==> src/rtl/serial_pattern_gen.sv <==
// Serial pattern generator: latches a switch pattern on a start edge and shifts it
// out MSB-first, holding each bit for DIV clock cycles, to drive the sequence detector.
module serial_pattern_gen #(
    parameter int WIDTH = 16,
    parameter int DIV   = 50000000,
    parameter int CNT_W = 26
) (
    input  logic             CLOCK_50,
    input  logic             rst,
    input  logic             start,
    input  logic [WIDTH-1:0] data_in,
    input  logic [5:0]       len,
    output logic             x,
    output logic             bit_valid,
    output logic [5:0]       bit_idx,
    output logic             busy,
    output logic             done
);

    typedef enum logic {
        IDLE,
        SHIFT
    } state_t;

    localparam logic [5:0]       WIDTH_L  = 6'(WIDTH);
    localparam logic [CNT_W-1:0] CNT_LAST = CNT_W'(DIV - 1);

    state_t             state_q, state_d;
    logic               startPrev_q;
    logic [WIDTH-1:0]   shift_q, shift_d;
    logic [5:0]         len_q, len_d;
    logic [5:0]         idx_q, idx_d;
    logic [CNT_W-1:0]   cnt_q, cnt_d;
    logic               valid_q, valid_d;
    logic               done_q, done_d;

    logic               startEdge;
    logic [5:0]         lenClamp;
    logic [WIDTH-1:0]   aligned;
    logic [5:0]         idxNext;

    assign startEdge = start & ~startPrev_q;
    assign lenClamp  = (len > WIDTH_L) ? WIDTH_L : len;
    // Left-align the pattern so the first bit to send always sits in the MSB.
    assign aligned   = data_in << (WIDTH_L - lenClamp);
    assign idxNext   = idx_q + 6'd1;

    always_comb begin
        state_d = state_q;
        shift_d = shift_q;
        len_d   = len_q;
        idx_d   = idx_q;
        cnt_d   = cnt_q;
        valid_d = 1'b0;
        done_d  = 1'b0;
        case (state_q)
            IDLE: begin
                if (startEdge) begin
                    idx_d   = 6'd0;
                    cnt_d   = '0;
                    len_d   = lenClamp;
                    shift_d = aligned;
                    if (lenClamp == 6'd0) begin
                        done_d = 1'b1;
                    end else begin
                        state_d = SHIFT;
                        valid_d = 1'b1;
                    end
                end
            end
            SHIFT: begin
                if (cnt_q == CNT_LAST) begin
                    cnt_d = '0;
                    idx_d = idxNext;
                    if (idxNext < len_q) begin
                        shift_d = {shift_q[WIDTH-2:0], 1'b0};
                        valid_d = 1'b1;
                    end else begin
                        // Clearing the shift register is what forces x back to 0 in IDLE.
                        shift_d = '0;
                        state_d = IDLE;
                        done_d  = 1'b1;
                    end
                end else begin
                    cnt_d = cnt_q + CNT_W'(1);
                end
            end
            default: begin
                state_d = IDLE;
                shift_d = '0;
            end
        endcase
    end

    // The start history resets high so a start held through reset release is not an edge.
    always_ff @(posedge CLOCK_50 or negedge rst) begin
        if (!rst) begin
            state_q     <= IDLE;
            startPrev_q <= 1'b1;
            shift_q     <= '0;
            len_q       <= 6'd0;
            idx_q       <= 6'd0;
            cnt_q       <= '0;
            valid_q     <= 1'b0;
            done_q      <= 1'b0;
        end else begin
            state_q     <= state_d;
            startPrev_q <= start;
            shift_q     <= shift_d;
            len_q       <= len_d;
            idx_q       <= idx_d;
            cnt_q       <= cnt_d;
            valid_q     <= valid_d;
            done_q      <= done_d;
        end
    end

    assign x         = shift_q[WIDTH-1];
    assign bit_valid = valid_q;
    assign bit_idx   = idx_q;
    assign busy      = (state_q == SHIFT);
    assign done      = done_q;

endmodule

==> config.mk <==
export PLATFORM = sky130hd
export DESIGN_NAME = serial_pattern_gen
export DESIGN_NICKNAME = d
export VERILOG_FILES = /design/src/rtl/serial_pattern_gen.sv
export SDC_FILE = /design/constraint.sdc
export NUM_CORES = 1
export LEC_CHECK = 0
export ABC_CLOCK_PERIOD_IN_PS = 5550
export CORE_UTILIZATION = 30
export CTS_CLUSTER_DIAMETER = 120
export DETAILED_ROUTE_END_ITERATION = 16
export PLACE_DENSITY_LB_ADDON = 0.05
export RECOVER_POWER = 100
export SKIP_CTS_REPAIR_TIMING = 1
export SLEW_MARGIN = 20
export SYNTH_ARGS = -nofsm -noshare
export SYNTH_HDL_FRONTEND = slang
export SYNTH_SLANG_ARGS = --single-unit
==> constraint.sdc <==
create_clock -name CLOCK_50 -period 5.55 [get_ports CLOCK_50]
set_input_delay 1.11 -clock CLOCK_50 [delete_from_list [all_inputs] [get_ports CLOCK_50]]
set_output_delay 1.11 -clock CLOCK_50 [all_outputs]
set_load 0.01 [all_outputs]
==> reports/metrics.csv <==
stage;metric;value;unit
setup_path;slowest_delay;0.58;ns
clock_network;clkTransAtPathRegs;0.05;ns
final_layout;drive_gt1_share;9.77;%
pwr;combPwrFrac;11.1;%
drt;drt_wl_total;9.71;mm
floorplan;coreArea;12200;µm²
timing;slew_viol_final;59;
drt;drt_iter0_drc;242;
yosys;synth-main-ff-cell;dfrtp_1;
hold_path;hold_path_class;reg -> reg;
setup_path;slowest_stage;dlygate4sd3_1;
pwr;p_sw;0.274;mW
yosys;synth.area.top_cells;dfrtp_1 37%, mux4_2 5.9%, nand2_1 5.5%;
setup_path;cp.arrival;4.43;ns
setup_path;cp.required;5.82;ns
yosys;synth.yosys.warnings;0;
drt;via_count;3231;
timing;worst_pin_slew;3.28;ns
global_routing;grt_antenna_before_repair;0;
global_routing;grt_remaining_overflow;0;
timing;hold_viol;0;
clock_network;clockBufferDepth;2;
yosys;netlist_area;3810;µm²
pwr;cellPowerDensity;252;nW/µm²
clock_network;cts-root-buf;clkbuf_16;
run_status;status;finished, violations left;
timing;clock_skew;0.00577;ns
setup_path;crit_path_end_kind;flop;
drt;avgRoutedWirePerCell;16.0;µm
pwr;p_seq_share;39.1;%
final_layout;area_delta_synth_final;18.0;%
timing;max_clock_freq;241;MHz
timing;period_share;74.9;%
clock_network;htreeDepth;3;
pwr;internal_power;0.862;mW
place;portBuffers;34;
timing;holdWs;0.481;ns
timing;rsz0062_at_grt;no;
clock_network;cts_tree;done;
drt;antenna_left;0;
clock_network;clk_latency;0.33;ns
pwr;power_frac_clock;49.8;%
drt;dr.pass1.iters;5;
final_layout;fillCellCount;1275;
yosys;synth-edff-count;0;
timing;setup_viol;0;
floorplan;die-area;13200;µm²
final_layout;antenna_cells;0;
final_layout;utilization;36.9;%
floorplan;initial_core_util;31.2;%
final_layout;final_nets;469;
setup_path;crit_chain;dlygate4sd3_1 -> nor3b_1 -> buf_4 -> inv_1 -> ha_1 -> and2_0 -> ha_1 -> inv_1 -> a311o_1 -> nor2_1 -> a22oi_1 -> o2111ai_1 -> o21a_1;
floorplan;io-pin-count;35;
clock_network;cts-buffers-inserted;9;
yosys;syn_inst;408;
yosys;synth_common_cells;57 x dfrtp_1, 56 x nand2_1, 39 x o21ai_0;
drt;wl_met1;4.76;mm
drt;viasPerCell;5.31;
floorplan;die_w;115;µm
yosys;ys_ff_latch;58;
drt;dr.max_layer_used;met4;
timing;setup_tns;0;ns
setup_path;crit_family;buffers and inverters;
run;max-cap-violations;1;
global_routing;grt_max_degree;59;
yosys;synth_nets;442;
final_layout;fin_area;4500;µm²
yosys;synth.most_common_cell;dfrtp_1;
setup_path;critPathKind;in -> reg;
yosys;syn_area_per_cell;9.35;µm²
clock_network;clock_sinks;58;
global_routing;grt_pass1_vias;3080;
place;dpl_cell_area;4250;µm²
floorplan;dieHeight;115;µm
setup_path;crit_buf_inv;4;
timing;fin_crit;4.15;ns
pwr;leakagePower;1.77;nW
global_routing;grtUsageTotal;16.0;%
yosys;yosys.area.top_type;dfrtp_1;
place;place_inst;592;
setup_path;cp-start-kind;input port;
pwr;switching_share;24.1;%
yosys;yosysTopAreaCellShare;37.4;%
run_status;violations;max-capacitance violations, max-slew violations;
drt;route.met3.wl;399;µm
place;place_congestion;0.809;
drt;drc_errors;0;
drt;wl_met2;4.38;mm
yosys;postSynth.asyncResetShare;100;%
global_routing;grt_pass1_wl;16.2;mm
place;hpwl;6.92;mm
setup_path;path_max_fanout;16;
timing;relSlewSlack;-119;%
final_layout;finalNonFillerCells;608;
yosys;ys_types;67;
floorplan;rows;40;
yosys;yosysSeqAreaShare;38.1;%
pwr;vdd.ir_drop.worst;0.000126;V
area by class of cell:
cell class / count / area, µm² / area share (%)
clock inverter: 5 / 52.6 / 1.17
multi-input combinational: 315 / 2130 / 47.2
inverter: 12 / 45.0 / 1.00
timing repair buffer: 39 / 362 / 8.03
clock buffer: 11 / 253 / 5.62
tap: 168 / 210 / 4.67
sequential: 58 / 1450 / 32.3
worst paths after layout:
check	start	end	slack, ns	cells after the start
worst max-delay path	len[5]	shift_q[12]	1.40	13
worst min-delay path	len_q[3]	len_q[3]	0.48	2
worst max register to register	cnt_q[0]	shift_q[3]	1.79	7
worst min register to register	len_q[3]	len_q[3]	0.48	2
max in group asynchronous	rst	shift_q[2]	1.71	2
min in group asynchronous	rst	bit_valid	1.96	2
placed cells by master (no fill, tap or decap), types with 4 or more instances in the layout:
cell             count
nand3_1             25
ha_1                 9
o21ai_0             44
a21oi_1             14
dfrtp_1             57
a221oi_1             5
clkdlybuf4s50_1     21
clkbuf_16            9
nand4_1              6
a21o_1               6
dlygate4sd3_1       12
nor2_1              25
mux4_2              10
nor3_1               5
inv_1               12
nand2_1             56
a22o_1               5
nor4_1               6
and3_1               8
a31oi_1              5
xnor2_1              4
nand2b_1             8
mux2i_1             13
o31ai_1              6
layer usage:
metal	vias to the layer above	global-route usage [%]
met3	16	3.85
met2	70	24.4
met1	1577	21.9
met5	-	0
met4	0	6.32
li1	1568	-
logic make-up after synthesis:
| kind of cell | after synthesis | synth area share [%] |
|---|---|---|
| DFF | 58 | 38.1 |
| adders and majority gates | 9 | 2.95 |
| xor gates and xnor gates | 8 | 2.23 |
| and+or+nand+nor | 158 | 21.6 |
| AOI/OAI and AO/OA | 114 | 20.0 |
| buffers and inverters | 35 | 4.95 |
| muxes | 26 | 10.2 |
power by group through the flow:
stage               logic [mW]  registers (mW)  clock network [mW]
floorplan               0.0807           0.449                   0
global placement         0.130           0.451                   0
detailed placement       0.129           0.451                   0
CTS                      0.130           0.444               0.583
global route             0.139           0.445               0.602
finish                   0.126           0.444               0.566
flip-flops by register name, indices dropped and copies added (netlist names):
name,flops
startPrev_q,1
shift_q,16
bit_valid,1
done,1
len_q,6
cnt_q,26
busy,1
bit_idx,6
worst register-to-register path, delay by kind of cell, from the launching register on:
family | cells | cell delay [ns]
flops | 1 | 0.41
compound gates | 1 | 0.49
simple gates | 5 | 2.54
fa+ha+maj | 1 | 0.21
metrics by stage:
stage / total power, mW / setup WS (ns)
floorplan: 0.529 / 2.28
global placement: 0.582 / 1.35
detailed placement: 0.581 / 1.30
CTS: 1.16 / 1.66
global route: 1.19 / 0.911
finish: 1.14 / 1.40
Note: power is estimated with default switching activity, not from simulation.
==> variant 1: new RTL, config.mk and constraints unchanged <==
Make the reset (`rst`) synchronous in one clocked block.
--- a/src/rtl/serial_pattern_gen.sv
+++ b/src/rtl/serial_pattern_gen.sv
@@ -93,7 +93,7 @@
     end
 
     // The start history resets high so a start held through reset release is not an edge.
-    always_ff @(posedge CLOCK_50 or negedge rst) begin
+    always_ff @(posedge CLOCK_50) begin
         if (!rst) begin
             state_q     <= IDLE;
             startPrev_q <= 1'b1;
Behaviour: differs if rst is asserted again (counterexample within 4 cycles, from zero or initial values and one cycle with rst low); with rst held inactive, the same outputs for 10 cycles.
==> variant 1 against the original RTL <==
Sequential cell count did not move. Fmax rose by 2.7%. Register-to-register slack improved by 0.69 ns. Worst setup slack improved by 0.11 ns. Final area fell by 3.9%. Sequential share of layout area fell by 5.4 points. Worst hold slack got worse by 0.028 ns. Global-route usage rose by 1.0 points. Wire length rose by 1.1%. Synthesized area fell by 6.7%.
Power is not compared: it rests on default switching activity, and its combinational part moved more than twofold at a synthesized area within 25%.
==> variant 1: results (changes against the original RTL) <==
[grt]
grtUsageMet2_pct = 27.3  ; +2.9 points
grt_pass1_wl_um = 16700  ; +2.9%
met3_usage_pct = 2.90  ; -0.95 points
grt_pass1_vias = 3253  ; +5.6%
gr-usage-met1_pct = 22.3  ; +0.39 points
antenna_found_initial = 0  ; unchanged
grt_start_max_net_pins = 25  ; -58%
grtUsageTotal_pct = 17.0  ; +1.0 points

[min_path]
min_to = len_q[5]
min_from = len_q[5]
hold_depth = 2  ; unchanged

[final_layout]
insertedDiodeCount = 0  ; unchanged
layout-drive-gt1-share_pct = 9.44  ; -0.33 points
fin_util_pct = 37.7  ; +0.88 points
fin_nets = 495  ; +5.5%
final_cells = 609  ; +0.16%
fill_cells = 1179  ; -7.5%

[placed_design]
io_buffers = 34  ; unchanged
hpwl_um = 7020  ; +1.4%
placedCellCount = 593  ; +0.17%
dpl_cell_area_um2 = 4020  ; -5.4%
gp_congestion = 0.797  ; -1.5%
dpl_worst_slack_ns = 1.25  ; -0.0478 ns

[worst_setup_path]
path_max_fanout = 21  ; +5
startpoint = len[5]
regToRegStartpoint = cnt_q[0]
max_stage_delay_ns = 0.74  ; +0.16 ns
ff2ff_setup_slack_ns = 2.48  ; +0.69 ns
crit_end = shift_q[12]
cp.arrival_ns = 4.26  ; -0.17 ns
slowest_stage = ha_1
cpLargestDelayFamily = buffers and inverters

[run_status]
outcome = finished clean

[yosys]
synth_common_cells = 58 x dfxtp_1, 51 x a21oi_1, 50 x nand2_1
synth-compound-area-share_pct = 23.1  ; +3.2 points
synth-seq-area-share_pct = 32.6  ; -5.5 points
postSynth.asyncResetShare_pct = 0  ; -100 points
syn-mean-instance-area_um2 = 8.20  ; -12%
ys_top_cells_by_area = dfxtp_1 33%, a21oi_1 7.2%, mux4_2 7.0%
synth_xor_area_share_pct = 2.00  ; -0.23 points
syn_nets = 468  ; +5.9%
synth-main-ff-cell = dfxtp_1
muxShareOfSynthArea_pct = 10.1  ; -0.15 points
synthAdderAreaFrac_pct = 3.16  ; +0.21 points
ys_types = 57  ; -15%

[detailed_routing]
met3_length_um = 342  ; -14%
dr.pass1.iters = 4  ; -1
routed_wl_um = 9820  ; +1.1%
met1_length_um = 4760  ; about the same
drt_iter0_drc = 217  ; -10%
avgViaCountPerCell = 5.46  ; +2.7%
met2_wirelength_um = 4530  ; +3.5%

[clock_tree]
htree_levels = 3  ; unchanged
clk_latency_ns = 0.34

[sta]
fin_hold_ws_ns = 0.453  ; -0.0276 ns
worstMarginPinSlew_ns = 1.24  ; -2.05 ns
fin_skew_ns = 0.00893  ; +0.00315 ns

[power]
peakVddDrop_v = 0.000116

## variant 1: cell types whose count changed after synthesis, sizes merged, moves of 8 or more
| cell | delta |
|---|---|
| a311oi | +8 |
| dfrtp | -57 |
| o21ai | -15 |
| a21oi | +37 |
| nor2 | +19 |
| nor3 | +8 |
| dfxtp | +58 |
## variant 1: power groups by stage
stage	sequential (W)	clock [W]	combinational, W
2_1_floorplan	0.000469	0	0.000208
3_3_place_gp	0.000480	0	0.000296
3_5_place_dp	0.000479	0	0.000296
4_1_cts	0.000470	0.000603	0.000297
5_1_grt	0.000474	0.000620	0.000326
6_report	0.000470	0.000587	0.000289
## variant 1: cell type report
type                    count  area share [%]
clock buffers              12            6.16
clock inverters             4            1.13
inverters                  13            1.13
multi-input cells         340            52.1
flip-flops and latches     58            26.8
well taps                 143            4.14
repair buffers             39            8.56
## variant 1: cells by family after synthesis
group           after synthesis
compound gates              132
xor+xnor                      6
fa+ha+maj                     9
buf+inv                      36
flops                        58
mux                          22
simple gates                171
==> variant 2: new RTL, same settings <==
Without the edit above. Set the parameter `WIDTH` to 24 (it was 16).
--- a/src/rtl/serial_pattern_gen.sv
+++ b/src/rtl/serial_pattern_gen.sv
@@ -1,7 +1,7 @@
 // Serial pattern generator: latches a switch pattern on a start edge and shifts it
 // out MSB-first, holding each bit for DIV clock cycles, to drive the sequence detector.
 module serial_pattern_gen #(
-    parameter int WIDTH = 16,
+    parameter int WIDTH = 24,
     parameter int DIV   = 50000000,
     parameter int CNT_W = 26
 ) (
Ports: changed (resized data_in); port bits go from 35 to 43. The function was not compared with the original's and may differ.
==> variant 2 against the original RTL <==
The flow still finishes with violations (max-capacitance violations, max-slew violations). Wire length grew 41%. Highest routed layer unchanged. Final area grew 20%. Synthesized area rose by 21%. Final cell count grew 20%. Worst setup slack got worse by 0.43 ns. Non-clock buffer count up 8. Total power grew 20%. Critical path depth fell by 3. Count of clock-buffer cells in the layout down 2. Sequential cell count up 8.
==> variant 2: results (changes against the original RTL) <==
[final_layout]
insertedDiodeCount = 0  ; unchanged
layout-drive-gt1-share_pct = 8.47  ; -1.3 points
top_regs = cnt_q (26), shift_q (24)
fill_cells = 1521  ; +19%
fin_nets = 579  ; +23%

[detailed_routing]
avgViaCountPerCell = 5.71  ; +7.5%
wire_per_inst_um = 18.9  ; +18%
drt_iter0_drc = 311  ; +29%

[run_status]
violations = max-capacitance violations, max-slew violations
outcome = complete, but fails checks

[worst_setup_path]
timing.rr.end = shift_q[8]
worstRegToRegCells = 10  ; +3
path_max_fanout = 17  ; +1
max_stage_delay_ns = 0.79  ; +0.21 ns
cp.arrival_ns = 4.82  ; +0.39 ns
regToRegStartpoint = bit_idx[0]
slowest_stage = nor2_2
startpoint = len[3]
crit_end = shift_q[22]
cpLargestDelayFamily = compound AO/OA/AOI/OAI gates
ff2ff_setup_slack_ns = 1.71  ; -0.08 ns

[yosys]
syn_nets = 550  ; +24%
synth_common_cells = 65 x dfrtp_1, 60 x nand2_1, 47 x o21ai_0
synth-seq-area-share_pct = 35.8  ; -2.3 points
ys_top_cells_by_area = dfrtp_1 35%, mux2i_1 6.5%, mux4_2 6.3%
synth-main-ff-cell = dfrtp_1
ys_warn_count = 0  ; unchanged
ys_types = 64  ; -4.5%
postSynth.asyncResetShare_pct = 100  ; unchanged

[sta]
fin_ws_ns = 0.961  ; -0.434 ns
drv_slew = 43  ; -27%
relSlewSlack_pct = -6.37  ; +110 points
fin_hold_ws_ns = 0.477  ; -0.00395 ns
fin_skew_ns = 0.0115  ; +0.00571 ns

[power]
p_leak_nw = 2.19  ; +24%
peakVddDrop_v = 0.000142  ; +12%

[placed_design]
io_buffers = 42  ; +24%
hpwl_um = 9800  ; +42%
gp_congestion = 0.888  ; +9.7%
dpl_cell_area_um2 = 5130  ; +21%

[grt]
grt_pass1_vias = 3996  ; +30%
grtUsageTotal_pct = 18.3  ; +2.3 points
grt_pass1_wl_um = 22600  ; +39%
grt_start_max_net_pins = 60  ; +1.7%

[clock_tree]
clockRootBuffer = clkbuf_16
htree_levels = 3  ; unchanged
clkTransAtPathRegs_ns = 0.06
clk_latency_ns = 0.35  ; +0.02 ns
clock_path_buffers = 2  ; unchanged
numCtsBuffers = 9  ; unchanged

[job]
maxCapViolCount = 2  ; +1

[min_path]
min_from = shift_q[10]
min_to = shift_q[11]
hp-class = reg -> reg
hold_depth = 2  ; unchanged

-- variant 2: cell types whose count changed in the layout (fill, tap and decap cells not counted), moves of 6 or more --
cell / before / now
mux2i_1: 13 / 30
clkdlybuf4s50_1: 21 / 29
nor2_1: 25 / 45
nor3_1: 5 / 13
o211ai_1: 0 / 7
dfrtp_1: 57 / 65
nand3_1: 25 / 31
a31oi_1: 5 / 12
-- variant 2: through the flow --
step | power (W) | cells
global route | 0.00141 | 727
detailed placement | 0.000732 | 711
CTS | 0.00138 | 727
floorplan | 0.000653 | 509
finish | 0.00136 | 727
global placement | 0.000734 | 711
-- variant 2: final cells by class --
cell class	instances	area [um2]	share of cell area, %
multi-input cells	404	2730	50.3
inverters	10	37.5	0.693
flip-flops and latches	66	1650	30.5
clock inverters	7	100	1.85
repair buffers	47	448	8.27
well taps	184	230	4.25
clock buffers	9	225	4.16
-- variant 2: worst register-to-register path: cells and delay by family, from the launching register on --
family	cells	cell delay, ns
DFF	1	0.44
adders and majority gates	2	0.57
and+or+nand+nor	2	0.72
xor gates and xnor gates	1	0.16
AOI/OAI and AO/OA	5	1.87
-- variant 2: metal layers --
metal	global-route usage (%)	wire (um)	up-vias
met1	26.2	6800	2066
met2	28.2	6230	95
met4	6.52	205	0
met3	2.42	507	14
met5	0	0	-
li1	-	-	1979
-- variant 2: kinds of logic (layout without fill, tap and decap cells) --
group,Yosys count,after routing,share of synthesized area [%]
mux,53,53,15.9
buf+inv,39,73,4.61
compound gates,131,131,18.5
simple gates,205,205,21.7
fa+ha+maj,8,8,2.17
xor+xnor,7,7,1.33
flops,66,66,35.8
-- variant 2: power by group --
part	total, W	internal (W)	switching, W
clock	0.000636	0.000396	0.000239
sequential	0.000506	0.000497	0.00000886
combinational	0.000216	0.0000943	0.000122
